==> config.mk <==
export PLATFORM = sky130hd
export DESIGN_NAME = step_shaper
export DESIGN_NICKNAME = d
export VERILOG_FILES = /design/src/rtl/step_shaper.sv
export SDC_FILE = /design/constraint.sdc
export NUM_CORES = 1
export LEC_CHECK = 0
export ABC_AREA = 1
export CELL_PAD_IN_SITES_DETAIL_PLACEMENT = 0
export CELL_PAD_IN_SITES_GLOBAL_PLACEMENT = 1
export CORE_MARGIN = 2
export CORE_UTILIZATION = 37
export DETAILED_ROUTE_END_ITERATION = 7
export GPL_TIMING_DRIVEN = 0
export PLACE_DENSITY = 0.86
export SLEW_MARGIN = 20
export SYNTH_ARGS = -nofsm -noshare
export SYNTH_HDL_FRONTEND = slang
export SYNTH_SLANG_ARGS = --single-unit
==> constraint.sdc <==
create_clock -name clk -period 5.3 [get_ports clk]
set_clock_uncertainty 0.15 [all_clocks]
set_input_delay 1.59 -clock clk [delete_from_list [all_inputs] [get_ports clk]]
set_output_delay 1.59 -clock clk [all_outputs]
set_load 0.005 [all_outputs]
==> src/rtl/step_shaper.sv <==
`default_nettype none
// ============================================================================
// Module : step_shaper
// Turns generator step events into driver-legal step/dir pin waveforms,
// queuing the direction of early events in a small FIFO.
// Rev    : 1.0
// ============================================================================
module step_shaper #(
    parameter int TIME_BITS  = 8,
    parameter int FIFO_DEPTH = 16,
    parameter int CNT_BITS   = $clog2(FIFO_DEPTH + 1)
) (
    input  logic                 clk,
    input  logic                 rst_n,
    input  logic                 step_in,
    input  logic                 dir_in,
    input  logic                 dedge_in,
    input  logic                 enable,
    input  logic [TIME_BITS-1:0] pulse_width,
    input  logic [TIME_BITS-1:0] min_low,
    input  logic [TIME_BITS-1:0] dir_setup,
    input  logic [TIME_BITS-1:0] dir_hold,
    input  logic                 clear_ovf,
    output logic                 step_out,
    output logic                 dir_out,
    output logic [CNT_BITS-1:0]  pending,
    output logic                 overflow
);
    localparam int                   PTR_BITS = $clog2(FIFO_DEPTH);
    localparam logic [TIME_BITS-1:0] T_ONE    = TIME_BITS'(1);
    localparam logic [PTR_BITS-1:0]  PTR_ONE  = PTR_BITS'(1);
    localparam logic [CNT_BITS-1:0]  CNT_ONE  = CNT_BITS'(1);
    localparam logic [CNT_BITS-1:0]  CNT_FULL = CNT_BITS'(FIFO_DEPTH);

    typedef enum logic [1:0] {
        IDLE  = 2'd0,
        SETUP = 2'd1,
        HIGH  = 2'd2,
        LOW   = 2'd3
    } state_t;

    state_t                state_q, state_d;
    logic [TIME_BITS-1:0]  timer_q, timer_d;
    logic [TIME_BITS-1:0]  hold_q, hold_d;
    logic                  step_out_q, step_out_d;
    logic                  dir_out_q, dir_out_d;
    logic                  mode_q, mode_d;
    logic                  ovf_q, ovf_d;
    logic                  step_in_q;
    logic [FIFO_DEPTH-1:0] fifo_q;
    logic [PTR_BITS-1:0]   wr_ptr_q, rd_ptr_q;
    logic [CNT_BITS-1:0]   count_q;

    logic                  evt, push, pop, drop, launch;
    logic                  empty, full, head, ready;
    logic [TIME_BITS-1:0]  pw_m1, ml_m1;

    assign evt   = (step_in != step_in_q) && (dedge_in || step_in);
    assign empty = (count_q == '0);
    assign full  = (count_q == CNT_FULL);
    assign head  = fifo_q[rd_ptr_q];
    assign ready = enable && !empty;
    assign pop   = launch;
    assign push  = evt && (!full || pop);
    assign drop  = evt && full && !pop;

    // HIGH/LOW timers hold "cycles remaining minus one" so expiry is a compare to 0.
    assign pw_m1 = (pulse_width == '0) ? '0 : pulse_width - T_ONE;
    assign ml_m1 = (min_low == '0) ? '0 : min_low - T_ONE;

    always_comb begin
        state_d    = state_q;
        timer_d    = timer_q;
        step_out_d = step_out_q;
        dir_out_d  = dir_out_q;
        hold_d     = (hold_q != '0) ? hold_q - T_ONE : '0;
        launch     = 1'b0;
        case (state_q)
            IDLE: begin
                if (ready) begin
                    if (head == dir_out_q) begin
                        launch = 1'b1;
                    end else if (hold_q == '0) begin
                        dir_out_d = head;
                        timer_d   = dir_setup;
                        state_d   = SETUP;
                    end
                end
            end
            SETUP: begin
                if (timer_q == '0) launch = 1'b1;
                else               timer_d = timer_q - T_ONE;
            end
            HIGH: begin
                if (timer_q == '0) begin
                    step_out_d = 1'b0;
                    timer_d    = ml_m1;
                    state_d    = LOW;
                end else begin
                    timer_d = timer_q - T_ONE;
                end
            end
            LOW: begin
                // Same-direction steps chain straight on; a dir change goes via IDLE.
                if (timer_q == '0) begin
                    if (ready && (head == dir_out_q)) launch = 1'b1;
                    else                               state_d = IDLE;
                end else begin
                    timer_d = timer_q - T_ONE;
                end
            end
            default: state_d = IDLE;
        endcase

        if (launch) begin
            hold_d = dir_hold;
            if (mode_q) begin
                step_out_d = ~step_out_q;
                timer_d    = ml_m1;
                state_d    = LOW;
            end else begin
                step_out_d = 1'b1;
                timer_d    = pw_m1;
                state_d    = HIGH;
            end
        end
    end

    assign mode_d = ((state_q == IDLE) && empty) ? dedge_in : mode_q;
    assign ovf_d  = drop ? 1'b1 : (clear_ovf ? 1'b0 : ovf_q);

    always_ff @(posedge clk or negedge rst_n) begin
        if (!rst_n) begin
            state_q    <= IDLE;
            timer_q    <= '0;
            hold_q     <= '0;
            step_out_q <= 1'b0;
            dir_out_q  <= 1'b0;
            mode_q     <= 1'b0;
            ovf_q      <= 1'b0;
            step_in_q  <= 1'b0;
        end else begin
            state_q    <= state_d;
            timer_q    <= timer_d;
            hold_q     <= hold_d;
            step_out_q <= step_out_d;
            dir_out_q  <= dir_out_d;
            mode_q     <= mode_d;
            ovf_q      <= ovf_d;
            step_in_q  <= step_in;
        end
    end

    always_ff @(posedge clk or negedge rst_n) begin
        if (!rst_n) begin
            fifo_q   <= '0;
            wr_ptr_q <= '0;
            rd_ptr_q <= '0;
            count_q  <= '0;
        end else begin
            if (push) begin
                fifo_q[wr_ptr_q] <= dir_in;
                wr_ptr_q         <= wr_ptr_q + PTR_ONE;
            end
            if (pop) rd_ptr_q <= rd_ptr_q + PTR_ONE;
            if (push && !pop)      count_q <= count_q + CNT_ONE;
            else if (pop && !push) count_q <= count_q - CNT_ONE;
        end
    end

    assign step_out = step_out_q;
    assign dir_out  = dir_out_q;
    assign pending  = count_q;
    assign overflow = ovf_q;

endmodule
`default_nettype wire

* Word level (Yosys, flattened, before mapping)
Index checks and enable logic that the tools add are counted.
** Cells by class
- Bitwise gates (word level) :: 2
- Magnitude comparators :: 3
- Equal/unequal tests :: 13
- Div/mod/pow operators :: 0
- Multiplexer cells :: 40
- Add/subtract/negate cells :: 8
- Shift-type cells :: 0
- Multiply operators :: 0
- Reduce and logical (&&, ||, !) cells :: 33
** Operator list (number)
- two-way mux 8 bit :: 11
- logical NOT 8 bit :: 4
- subtractor 8 x 1 -> 8 bit (second input constant) :: 4
- one-hot mux 8 bit (3 select lines) :: 1
- inequality test 3 bit (second input constant) :: 7
- bitwise mux 16 bit :: 1
- two-way mux 1 bit :: 14
- two-way mux 2 bit :: 7
- logical AND 1 bit :: 10
- < comparator 4 x 5 -> 1 bit (second input constant) :: 2
- two-way mux 5 bit :: 2
- adder 4 x 1 -> 4 bit (second input constant) :: 2
- AND reduction 4 bit :: 2
- nonzero test 2 bit :: 4
- nonzero test 8 bit :: 1
- AND reduction 7 bit :: 1
- one-hot mux 2 bit (3 select lines) :: 1
- adder 5 x 1 -> 5 bit (second input constant) :: 1
- == test 5 bit (second input constant) :: 1
- logical NOT 5 bit :: 1
- subtractor 5 x 1 -> 5 bit (second input constant) :: 1
- binary-select mux 1 bit (select 4 bit) :: 1
- demux 1 bit (select 4 bit) :: 1
- == test 2 bit (second input constant) :: 2
- 12 further kinds :: 17
** Word-level totals
- Input bits :: 39
- Memory bits (read-only) :: 0
- Memory bits (writable) :: 0
- Bits in registers :: 52
- Memories kept :: 0
- Logic and storage cells :: 111
- Bits in latches :: 0
- Output and inout port bits :: 8

* Longest topological paths before layout
- Depth in word-level cells :: 13
- Gate-level depth with buffers :: 25
- Depth with buffers taken out :: 24

* Least setup slack after synthesis
No wires, ideal clock.
- Path type :: in2reg
- Start point :: input enable
- End point :: register count_q[4] (netlist: pending[4])
- Stages :: 18
- Arrival :: 3429 ps
- Setup slack :: 1596 ps
- Buffers on the path :: 0
- Cells stage by stage :: nand2_1 inv_1 nand3_2 nand2_4 nand2_8 nand2_8 nand2_2 inv_2 ha_1 inv_1 ha_1 nand2_1 nor2_1 a211oi_1 nand2_1 nand2_1 nor2_1 xor2_1
** Between the ends
- Cells in the longest elaborated chain, start to end :: 10
** Ends and longest elaborated chain
- from (decl) :: line 18 : input logic enable,
- logical AND 1 bit (*) :: line 62 : assign ready = enable && !empty;
- logical AND 1 bit :: line 106 : if (ready && (head == dir_out_q)) launch = 1'b1;
- two-way mux 1 bit :: line 106
- two-way mux 1 bit :: line 105 : if (timer_q == '0) begin
- one-hot mux 1 bit (3 select lines) (*) :: line 78 : case (state_q)
- logical OR 1 bit (*) :: line 64 : assign push = evt && (!full || pop);
- logical AND 1 bit (*) :: line 64
- via push :: line 54 : logic evt, push, pop, drop, launch;
- logical NOT 1 bit :: line 167 : else if (pop && !push) count_q <= count_q - CNT_ONE;
- logical AND 1 bit :: line 167
- nonzero test 2 bit (no line)
- to (signal assigned) :: line 166 : if (push && !pop) count_q <= count_q + CNT_ONE;
- to (signal assigned) :: line 167
- to (decl) :: line 52 : logic [CNT_BITS-1:0] count_q;
The timed path passes the listed nets; every way through them passes the cells marked *.
A chain may end at the register's enable or synchronous reset.

* Worst setup path in the final report
Same ends and word-level chain as after synthesis.

==> results.md <==
- Sum of buffers and inverters on the critical path: 4
- Unique masters post-synth: 41
- Worst min path class: reg2reg
- PostCTS Resize Cnt: 0
- WL/cell: 12.41 um
- Site Rows: 37
- # clock sinks: 52
- Sequential area share after synthesis: 34.12%
- Placed cell areas: 4432 um2
- CP Class: in2reg
- Core region area: 10180 um2
- Global-route wire length before repair: 15550 um
- R2r setup slk: 1.82 ns
- Final setup TNS: 0 ns
- Htree depth: 2
- Fin crit period: 4.184 ns
- Clock-pin slew of the registers on the worst-case setup and hold paths: 0.10 ns
- Static leakage: 2.251 nW
- Routability Congestion: roughly 0.87
- All-layer global routing usage: around 17%
- Synth top area share: 34.12%
- Synth area leader: dfrtp_1
- Clock Tree Buf Depth: 2
- Tcrit/Tclk final: 78.93%
- Hold buffer count at CTS: 0
- Max VDD drop: 0.0002079 V
- RSZ-0062 raised after global routing: no
- Routed Antenna Nets: 0
- Pwr/cell area: 295.7 nW/um2
- Post-Syn Area: 3814 um2
- Final Cell Area: 4543 um2
- Via count: 3477
- R2R Path Start: timer_q[0]
- Fillers: 1049
- Largest stage delay on the critical path: ~0.50 ns
- Ys async rst share: 100.0%
- Peak Freq: roughly 240 MHz
- Worst rel slew slack: 41.66%
- Die width: 105.5 um
- # DRC: 0
- Clock latency on the worst-skew pair: 0.31 ns
- CP delay by family, top: simple AND/OR/NAND/NOR gates
- Post-Synthesis Cells: 533
- Count leader, synth: nand2_1
- Critical path arrival: 4.23 ns
- Critical Path RT: 5.35 ns
- Final core utilization: 44.61%
- CP max stage cell: clkdlybuf4s50_1
- TritonRoute pass-1 iters: 4
- Area Growth Syn to Fin: 19.13%
- Register bit total from synthesis: 52
- Min-delay src: hold_q[0]
- Port bufs: 45
- Reg2reg end: pending[4]
- CP max FO: 10
- DIE HEIGHT: roughly 110 um
- CP Launch Type: input port
- DR vias/cell: approximately 4.8
- Synth top cells by count: 150 x nand2_1, 69 x inv_1, 61 x nand3_1
- Initial antenna violation count: 0
- Top post-synthesis cells by area: dfrtp_1 34%, nand2_1 15%, nand3_1 8.0%
- Postcts setup bufs: 0
- Avg Cell Area, Syn: 7.155 um2
- Vias in the first global route: 3351
- FF-to-FF path depth: 22
- TritonCTS buffer count: 5
- Hold path depth: 1
- Final Max Slew Viols: 0
- Final count of hold timing violations: 0
- Setup violators final: 0
- Gr ovfl total: 0
- Final WS setup: 1.116 ns
- Starting DRT DRC Count: about 150
- Diode count: 0
- Worst-margin pin slew: 0.8676 ns
- Max cap viols: 0
- Synth Flop Type: dfrtp_1
- Crit path capture type: register
- WP depth: 19
- Total of warnings raised by yosys: 0
- Status: finished clean
- Initial Util: 37.44%
- Root Buffer: clkbuf_8
- Hold EP: hold_q[0]
- Share of layout cells above drive strength 1: 7.679%
- Design Power: 1.343 mW
- CP most frequent cell: nand2_1
- Die area: between 10000 and 15000 um2
- Largest net degree at the start of global routing: 53
- CTS tree: built
- Crit-path cells: clkdlybuf4s50_1, nand2_1, inv_1, nand3_2, nand2_4, nand2_8, nand2_8, nand2_2, inv_2, ha_1, inv_1, ha_1, nand2_1, nor2_1, a211oi_1, nand2_1, nand2_1, nor2_1, xor2_1
- Post-synth EDFFs: 0
- I/O Pins: 47
- Nets: 640
- Post-Syn Nets: 588
- Routed wire length: 8962 um
- HPWL after DPL: 6866 um
- Placement Setup Slack: 0.7689 ns
## through the flow
step	hold slack, ns	cells
after detailed placement	0.3106	714
after CTS	0.3344	722
after global placement	0.3073	714
final	0.3224	722
after floorplan	0.2881	533
after global routing	0.3469	722
## cells by family after synthesis
kind of cell,count (synthesis),synth area share [%]
simple gates,302,36.58
buf+inv,89,10.33
flops,52,34.12
compound gates,49,7.776
xor+xnor,25,5.741
fa+ha+maj,16,5.446
## worst register-to-register path: cells and delay by family (launching register included)
kind / cells / cell delay (ns)
fa+ha+maj: 3 / 0.78
buf+inv: 4 / 0.49
simple gates: 13 / 1.24
xor+xnor: 1 / 0.13
flops: 1 / 0.38
compound gates: 1 / 0.22
## registers in the layout (all words and copies together) (netlist names)
signal     flops
rd_ptr_q       4
hold_q         8
overflow       1
state_q        2
timer_q        8
fifo_q        16
pending        5
step_out       1
wr_ptr_q       4
dir_out        1
mode_q         1
step_in_q      1
## worst max-delay path by stage
stage / from / endpoint / slack, ns
2_1_floorplan: enable / pending[4] / 1.60
3_3_place_gp: rst_n / hold_q[3] / 0.84
3_5_place_dp: enable / pending[4] / 0.77
4_1_cts: enable / pending[4] / 1.09
5_1_grt: enable / pending[4] / 0.88
6_report: enable / pending[4] / 1.12
## layout by cell type (no fill, tap or decap), types with 3 or more instances in the layout
cell type,Yosys,routed
a21oi_1,6,6
buf_2,3,3
buf_4,2,3
buf_6,5,5
clkbuf_1,4,4
clkbuf_8,0,5
clkdlybuf4s50_1,0,44
dfrtp_1,52,52
ha_1,15,15
inv_1,69,69
nand2_1,150,150
nand2_2,7,7
nand2_4,3,3
nand3_1,61,61
nand3_2,4,4
nand4_1,20,20
nor2_1,42,42
nor3_1,5,5
o21ai_0,24,24
o221ai_1,5,5
o22ai_1,8,8
xnor2_1,7,7
xor2_1,18,18
## where the power goes
part | leakage [nW] | internal (mW) | switching, mW | total [mW]
clock network | 0.0541 | 0.140 | 0.136 | 0.275
registers | 0.634 | 0.482 | 0.0785 | 0.561
logic | 1.56 | 0.222 | 0.285 | 0.507
## final cells by class
type | count | area [um2] | area share, %
Timing Repair Buffer | 45 | 447.9 | 9.860
Multi-Input combinational cell | 392 | 2118 | 46.63
Buffer | 14 | 101.3 | 2.231
Clock buffer | 5 | 68.82 | 1.515
Inverter | 75 | 292.8 | 6.445
Sequential cell | 52 | 1301 | 28.64
Tap cell | 136 | 170.2 | 3.746
Clock inverter | 3 | 42.54 | 0.9364
## metal layers
layer | vias up | part of all wire, % | track usage (%)
met2 | 72 | 46 | 28.29
met1 | 1568 | 48 | 22.32
li1 | 1826 | - | -
met5 | - | 0 | 0
met3 | 11 | 3.9 | 2.845
met4 | 0 | 1.5 | 4.981
No activity file was read; power rests on OpenSTA's default activity.
